===== src/rtl/dc_ipu_array_divider_pkg.sv =====
// Shared constants and helpers for the lane-parallel programmable delay line.
package dc_ipu_array_divider_pkg;

    // Width of a length value able to hold 0..max_length inclusive.
    function automatic int unsigned calc_lw(input int unsigned max_length);
        return $clog2(max_length + 1);
    endfunction

    // Width of a tap index selecting one of max_length stages.
    function automatic int unsigned calc_iw(input int unsigned max_length);
        return (max_length > 1) ? $clog2(max_length) : 1;
    endfunction

    // LSB position of a lane inside a flattened lane bus (lane 0 in the LSBs).
    function automatic int unsigned lane_lsb(input int unsigned lane, input int unsigned width);
        return lane * width;
    endfunction

endpackage


===== src/rtl/dc_ipu_array_divider_delay_stage.sv =====
// One delay-line stage: enabled {data, valid} register whose valid bit can be cleared
// without disturbing the data bits.
module dc_ipu_array_divider_delay_stage
    import dc_ipu_array_divider_pkg::*;
#(
    parameter int unsigned DW = 64
) (
    input  logic          clk,
    input  logic          reset,
    input  logic          en,
    input  logic          clr,
    input  logic [DW-1:0] i_data,
    input  logic          i_valid,
    output logic [DW-1:0] o_data,
    output logic          o_valid
);

    logic [DW-1:0] r_data;
    logic          r_valid;

    // Reset wins, then clear (valid only), then the enabled shift.
    always_ff @(posedge clk) begin
        if (reset) begin
            r_data  <= '0;
            r_valid <= 1'b0;
        end else if (clr) begin
            r_valid <= 1'b0;
        end else if (en) begin
            r_data  <= i_data;
            r_valid <= i_valid;
        end
    end

    assign o_data  = r_data;
    assign o_valid = r_valid;

endmodule


===== src/rtl/dc_ipu_array_divider_delay_line.sv =====
// Lane-parallel delay line with a runtime-selectable length shared by all lanes.
// The output is tapped combinationally from stage len_r-1 of a MAX_LENGTH-deep chain.
module dc_ipu_array_divider_delay_line
    import dc_ipu_array_divider_pkg::*;
#(
    parameter  int unsigned WIDTH      = 16,
    parameter  int unsigned LANES      = 4,
    parameter  int unsigned MAX_LENGTH = 16,
    localparam int unsigned LW         = calc_lw(MAX_LENGTH)
) (
    input  logic                   clk,
    input  logic                   reset,
    input  logic                   en,
    input  logic                   load,
    input  logic [LW-1:0]          len,
    input  logic                   flush,
    input  logic                   in_valid,
    input  logic [LANES*WIDTH-1:0] d,
    output logic [LANES*WIDTH-1:0] q,
    output logic                   out_valid,
    output logic                   primed,
    output logic                   len_err
);

    localparam int unsigned DW = LANES * WIDTH;
    localparam int unsigned IW = calc_iw(MAX_LENGTH);

    logic [LW-1:0] r_len;
    logic [LW-1:0] r_prime_cnt;
    logic          r_len_err;

    logic          w_clr;
    logic          w_shift;
    logic [LW-1:0] w_len_clamped;
    logic          w_len_illegal;
    logic [IW-1:0] w_tap_idx;
    logic [DW-1:0] w_stage_d [MAX_LENGTH];
    logic          w_stage_v [MAX_LENGTH];
    logic [DW-1:0] w_tap_d;

    // Load and flush both invalidate the pipe and suppress the shift on that cycle.
    assign w_clr   = load | flush;
    assign w_shift = en & ~w_clr;

    // Stage chain: stage 0 takes the input, every later stage takes its predecessor.
    for (genvar i = 0; i < MAX_LENGTH; i++) begin : g_stage
        if (i == 0) begin : g_head
            dc_ipu_array_divider_delay_stage #(.DW(DW)) u_stage (
                .clk     (clk),
                .reset   (reset),
                .en      (w_shift),
                .clr     (w_clr),
                .i_data  (d),
                .i_valid (in_valid),
                .o_data  (w_stage_d[i]),
                .o_valid (w_stage_v[i])
            );
        end else begin : g_body
            dc_ipu_array_divider_delay_stage #(.DW(DW)) u_stage (
                .clk     (clk),
                .reset   (reset),
                .en      (w_shift),
                .clr     (w_clr),
                .i_data  (w_stage_d[i-1]),
                .i_valid (w_stage_v[i-1]),
                .o_data  (w_stage_d[i]),
                .o_valid (w_stage_v[i])
            );
        end
    end

    // Clamp a requested length into 1..MAX_LENGTH and flag when clamping was needed.
    always_comb begin
        w_len_clamped = len;
        w_len_illegal = 1'b0;
        if (len == '0) begin
            w_len_clamped = LW'(1);
            w_len_illegal = 1'b1;
        end else if (len > LW'(MAX_LENGTH)) begin
            w_len_clamped = LW'(MAX_LENGTH);
            w_len_illegal = 1'b1;
        end
    end

    // Active length and sticky length-error flag, updated only by load.
    always_ff @(posedge clk) begin
        if (reset) begin
            r_len     <= LW'(MAX_LENGTH);
            r_len_err <= 1'b0;
        end else if (load) begin
            r_len     <= w_len_clamped;
            r_len_err <= w_len_illegal;
        end
    end

    // Prime counter: counts enabled shifts since the last clear, saturating at the active length.
    always_ff @(posedge clk) begin
        if (reset || w_clr) begin
            r_prime_cnt <= '0;
        end else if (w_shift && (r_prime_cnt != r_len)) begin
            r_prime_cnt <= r_prime_cnt + LW'(1);
        end
    end

    // Single shared tap mux; r_len is never zero so the index stays in range.
    assign w_tap_idx = IW'(r_len - LW'(1));
    assign w_tap_d   = w_stage_d[w_tap_idx];
    assign out_valid = w_stage_v[w_tap_idx];

    // Lane-wise output assembly from the selected stage.
    for (genvar l = 0; l < LANES; l++) begin : g_lane
        localparam int unsigned LSB = lane_lsb(l, WIDTH);
        assign q[LSB +: WIDTH] = w_tap_d[LSB +: WIDTH];
    end

    assign primed  = (r_prime_cnt == r_len);
    assign len_err = r_len_err;

endmodule


===== config.mk =====
export PLATFORM = sky130hd
export DESIGN_NAME = dc_ipu_array_divider_delay_line
export DESIGN_NICKNAME = d
export VERILOG_FILES = /design/src/rtl/dc_ipu_array_divider_pkg.sv /design/src/rtl/dc_ipu_array_divider_delay_stage.sv /design/src/rtl/dc_ipu_array_divider_delay_line.sv
export SDC_FILE = /design/constraint.sdc
export NUM_CORES = 2
export LEC_CHECK = 0
export ABC_AREA = 1
export BUFFER_PORTS_ARGS = -buffer_cell sky130_fd_sc_hd__buf_4
export CAP_MARGIN = 30
export CELL_PAD_IN_SITES_DETAIL_PLACEMENT = 1
export CELL_PAD_IN_SITES_GLOBAL_PLACEMENT = 2
export CORE_ASPECT_RATIO = 1.1
export CORE_UTILIZATION = 33
export DETAILED_ROUTE_END_ITERATION = 10
export PLACE_DENSITY_LB_ADDON = 0.1
export SLEW_MARGIN = 30
export SYNTH_ARGS = -nofsm -noshare
export SYNTH_HDL_FRONTEND = slang
export SYNTH_SLANG_ARGS = --single-unit

===== constraint.sdc =====
create_clock -name clk -period 2.41 [get_ports clk]
set_input_delay 0.482 -clock clk [delete_from_list [all_inputs] [get_ports clk]]
set_output_delay 0.482 -clock clk [all_outputs]
set_load 0.02 [all_outputs]

-- Word level (Yosys, flattened, before mapping)
Cells that the tools add are included.
- flip-flop bits (word level): 1051
- input bits: 75
- output and inout port bits: 67
- logic and storage cells: 60
- $add $sub $neg: 2
- magnitude comparators: 2
- equal/unequal tests: 2
- muxes and demuxes: 10
- bitwise operators: 4
- reduce and logical (&&, ||, !) cells: 5
- operators by type and width (cell ; count):
    binary-select mux 64 bit (select 4 bit) ; 1
    2-to-1 mux 64 bit ; 2
    2-to-1 mux 5 bit ; 2
    adder 5 x 1 -> 5 bit (second input constant) ; 1
    equality test 5 bit ; 1
    >= comparator 5 bit (second input constant) ; 1
    greater-than comparator 5 bit (second input constant) ; 1
    zero test 5 bit ; 1
    inequality test 5 bit ; 1
    inverter 4 -> 5 bit ; 1
    binary-select mux 1 bit (select 4 bit) ; 1
    2-to-1 mux 1 bit ; 4
    subtractor 4 x 1 -> 4 bit (second input constant) ; 1
    AND reduction 2 bit ; 1
    OR reduction 2 bit ; 1
    AND 1 bit ; 1
    logical AND 1 bit ; 1
    logical OR 1 bit ; 1
    inverter 1 bit ; 1
    bitwise OR 1 bit ; 1

-- Logic depth before layout (Yosys ltp)
- word-level depth: 5
- mapped depth: 13
- depth with buffers taken out: 8

-- Hierarchy
From an unflattened synthesis, not the netlist that was laid out.
- cells, all modules: 8788
- area, all modules: 54094.4 µm²
- modules (own cells, without submodules) (module ; times used ; cells each ; area each (µm²) ; seq. area each (µm²)):
    dc_ipu_array_divider_delay_stage ; 16 ; 420 ; 2746.4 ; 1301.2
    dc_ipu_array_divider_delay_line ; 1 ; 2068 ; 10152.2 ; 220.2

-- Worst setup path after synthesis
Ideal clock, no wire load.
- kind: register to output
- start: register r_len[0]
- end: output port q[0]
- arrival time: 2.245 ns
- data required time: 1.928 ns
- setup slack: -0.317 ns
- stages on the path, launching flop included: 13
- buffers on the path: 6
- path through: dfxtp_1 > buf_4 > inv_4 > buf_4 > buf_2 > ha_1 > buf_2 > buf_2 > clkbuf_1 > o21ai_0 > o211ai_1 > nand3_1 > nand2_1
- word-level cells in the longest chain between the ends: 5
- ends and longest elaborated chain (item ; RTL line ; RTL):
    from (decl) ; dc_ipu_array_divider_delay_line.sv:28 ; logic [LW-1:0] r_len;
    from (signal assigned) ; dc_ipu_array_divider_delay_line.sv:88 ; r_len <= LW'(MAX_LENGTH);
    from (signal assigned) ; dc_ipu_array_divider_delay_line.sv:91 ; r_len <= w_len_clamped;
    subtractor 4 x 1 -> 4 bit ; dc_ipu_array_divider_delay_line.sv:106 ; assign w_tap_idx = IW'(r_len - LW'(1));
    inverter 4 -> 5 bit (implied by the code) ; dc_ipu_array_divider_delay_line.sv:107 ; assign w_tap_d = w_stage_d[w_tap_idx];
    binary-select mux 64 bit (select 4 bit) ; dc_ipu_array_divider_delay_line.sv:107 ;
    2-to-1 mux 64 bit (implied by the code) (2 in series) ; dc_ipu_array_divider_delay_line.sv:107 ;
    to (decl) ; dc_ipu_array_divider_delay_line.sv:19 ; output logic [LANES*WIDTH-1:0] q,
No other way between the ends. The select of a mux whose other input is x is not followed.

-- Final worst setup path
- start: register r_len[0]
- end: output port q[18]
Same word-level chain as after synthesis.

==> summary.md <==
| Metric | Value |
|---|---|
| Status | `complete, but fails checks` |
| Failing checks | `negative setup slack` |
| Crit path max-delay family | `buffers and inverters` |
| Area share of the largest cell type after synthesis | `0.4746` |
| Area grow syn2layout | `25.70%` |
| Drt first pass iters | `5` |
| CTS tree | `done` |
| Initial Util | `0.3339` |
| Post-Synthesis Cells | `6,087` |
| Clock tree root buffer cell | `clkbuf_16` |
| Synthesized area | `0.04434 mm^2` |
| Gpl congestion | `0.7283` |
| Port-buffer cells | `141` |
| Sequential share of power | `0.409` |
| Max-slew headroom | `0.5905` |
| Mean Syn Cell Area | `7.284 um^2` |
| DIE HEIGHT | `386.4 um` |
| Buf+Inv Stages, Crit Path | `5` |
| Synthesized Nets | `6,167` |
| Pwr dens | `822.6 mW/mm^2` |
| Power, Total | `45,850 uW` |
| Final HPWL DP | `87,050 um` |
| Post-placement cell count | `7,721` |
| Clock Path Buffers | `3` |
| Gr usage total | `0.2127` |
| CP startpoint kind | `flip-flop` |
| Final setup vio count | `66` |
| Starting DRT DRC Count | `2,361` |
| Post-route cell area | `0.05573 mm^2` |
| Hold depth | `3` |
| Layout Skew | `0.01239 ns` |
| Avg Vias per Cell | `5.207` |
| Die W | `351.5 um` |
| # rows | `140` |
| CP dominant cell by count | `buf_4` |
| Avg WL per Cell | `18.55 um` |
| Vias in the first global route | `41,420` |
| Hold Fails Final Rpt | `0` |
| CP max FO | `18` |
| Clock slew at reported path FFs | `0.06 ns` |
| RR Endpoint | `r_prime_cnt[2]` |
| Slowest-stage cell, CP | `dfxtp_4` |
| Critical path arrival | `2.69 ns` |
| Core area | `0.1328 mm^2` |
| R2r startpoint | `r_len[0]` |
| Hold crit path type | `input port to flip-flop` |
| Antenna violations before repair | `3` |
| Synth area leaders | `dfxtp_1 (47%), o21ai_0 (17%), nor2_1 (12%)` |
| CP cell instances | `clkinv_8 > ha_4 > buf_12 > buf_4 > clkbuf_16 > a21oi_1 > o21ai_0 > o211ai_1 > nand3_1 > nand2_2 > buf_4` |
| Yosys Warn Count | `0` |
| Clock Sinks | `1,051` |
| Slowest Stage Delay on Critical Path | `0.38 ns` |
| First-pass GRT wire length | `234,500 um` |
| Data required, critical path | `1.93 ns` |
| Worst VDD drop | `0.5265 mV` |
| Post-route DRC | `0` |
| Grt ovf | `0` |
| Final min period | `3.168 ns` |
| Number of nets with antenna violations after routing | `0` |
| Int Power | `32,840 uW` |
| Worst Hold Slack | `0.03893 ns` |
| Hold EP | `g_stage[0].g_head.u_stage.o_data[57]` |
| Fmax achieved | `315.7 MHz` |
| Final worst slack | `-0.7580 ns` |
| H-tree levels | `3` |
| Clk_lat worst skew | `0.74 ns` |
| Max_cap viols | `0` |
| Die area | `0.1358 mm^2` |
| RSZ-0062 raised after global routing | `true` |
| Cell Area, Placed | `0.04905 mm^2` |
| Num CTS Buffers | `120` |
| Non-filler instance count after layout | `8,045` |
| Register bit count reported by yosys | `1,051` |
| R2R Setup Slk | `0.43 ns` |
| Tcrit/Tclk final | `1.315` |
| Max-slew violations | `0` |
| Largest net degree at the start of global routing | `120` |
| Seq/Total Area, Yosys | `0.4746` |
| Worst-Margin Slew | `0.6143 ns` |
| Crit path capture type | `primary output` |
| Area leader, netlist | `dfxtp_1` |
| Switching Power | `13,000 uW` |
| Final wirelength | `149,200 um` |
| P_leak | `0.02067 uW` |
| Clock share of power | `0.404` |
| Overall via count from detail_route | `41,890` |
| Crit Path Class | `flip-flop to primary output` |
| Hold Startpoint | `d[57]` |
| Depth of the most critical reg-to-reg path | `13` |
| Combinational Power Share | `0.186` |
| Ports | `142` |
| Yosys cell types | `24` |
| Final Net Count | `6,254` |
| Share of cells above drive strength 1 | `0.1313` |
| Switching Share | `0.2836` |
cell type report:
cell class	count	area [um^2]
clock inverter	30	310.3
inverter	264	1065
tap	1775	2221
clock buffer	185	3664
antenna	3	7.507
multi-input combinational	4212	20460
fill	16000	77050
timing repair buffer	525	6959
sequential	1051	21050
cell families after synthesis:
logic type | count (synthesis) | share of synthesized area
simple gates | 1650 | 0.1441
compound gates | 2552 | 0.3033
fa+ha+maj | 5 | 0.001411
xor+xnor | 5 | 0.001326
flops | 1051 | 0.4746
buf+inv | 824 | 0.07529
stage by stage:
stage,setup slack [ns],utilization,setup TNS [ns]
final,-0.7580,0.4197,-45.47
after floorplan,-0.008464,-,-0.2746
after detailed placement,-0.08360,0.3694,-0.3970
after global routing,-0.8919,0.4197,-53.90
after CTS,-0.8340,0.4132,-49.97
after global placement,-0.06505,0.3694,-0.2452
Yosys cell counts:
| cell | count |
|---|---|
| o21ai_0 | 1513 |
| nor2_1 | 1406 |
| dfxtp_1 | 1051 |
| a21oi_1 | 736 |
| clkbuf_1 | 374 |
| inv_1 | 259 |
| o211ai_1 | 256 |
| buf_2 | 158 |
| nand3_1 | 143 |
| nand2_1 | 98 |
| o21ai_1 | 33 |
| buf_1 | 19 |
| a211oi_1 | 13 |
| buf_4 | 6 |
| ha_1 | 5 |
| inv_2 | 4 |
| buf_6 | 3 |
| nand3_2 | 2 |
| xnor2_1 | 2 |
| xor2_2 | 2 |
| a221oi_1 | 1 |
| inv_4 | 1 |
| nor4_1 | 1 |
| xor2_1 | 1 |
power groups by stage:
| stage | clock (uW) | sequential, uW | combinational, uW |
|---|---|---|---|
| final | 18500 | 18800 | 8540 |
| after detailed placement | 0 | 19100 | 7340 |
| after floorplan | 0 | 18900 | 4410 |
| after CTS | 19200 | 18800 | 8280 |
| after global routing | 19900 | 18900 | 9360 |
| after global placement | 0 | 19100 | 7260 |
per-layer routing:
| layer | vias up | GRT usage | share of wire |
|---|---|---|---|
| met5 | - | 0 | 0 |
| met4 | 0 | 0.05794 | 0.020 |
| met3 | 166 | 0.02712 | 0.031 |
| met2 | 446 | 0.3396 | 0.45 |
| met1 | 20400 | 0.2985 | 0.50 |
| li1 | 20870 | - | - |
placed cells by master (no fill, tap or decap), types with 38 or more instances in the layout:
cell          n
nor2_1     1404
o21ai_0    1394
dfxtp_1    1048
a21oi_1     707
inv_1       256
o211ai_1    256
buf_4       242
clkbuf_16   139
nand3_1     137
o21ai_1     129
buf_12      116
nand2_2      62
buf_6        60
buf_16       38
what timing repair did:
| item | in CTS | in global routing |
|---|---|---|
| buffers inserted | 20 | 15 |
| hold buffers | 33 | 0 |
| pin swaps | 64 | 96 |
| cloned | 26 | 15 |
| gates resized for setup | 191 | 163 |
| endpoints found under the hold margin | 34 | 0 |
| endpoints found under the setup margin | 66 | 66 |
worst min-delay path: cells and delay by family:
family / cells / cell delay (ns)
compound gates: 1 / 0.09
simple gates: 1 / 0.08
buf+inv: 1 / 0.07
state kept, by name, indices dropped and copies added, names as in the netlist:
register                        flops
r_prime_cnt                         5
g_stage.g_head.u_stage.o_valid      1
g_stage.g_body.u_stage.o_data     960
g_stage.g_head.u_stage.o_data      64
g_stage.g_body.u_stage.o_valid     15
len_err                             1
r_len                               5
worst max-delay path by stage:
| stage | startpoint | endpoint | slack, ns | cells past startpoint |
|---|---|---|---|---|
| after global routing | r_len[0] | q[2] | -0.89 | 10 |
| after floorplan | r_len[0] | q[36] | -0.008 | 12 |
| after CTS | r_len[0] | q[0] | -0.83 | 10 |
| final | r_len[0] | q[18] | -0.76 | 11 |
| after global placement | r_len[0] | q[3] | -0.07 | 9 |
| after detailed placement | r_len[0] | q[2] | -0.08 | 8 |
No activity file was read; power rests on OpenSTA's default activity.
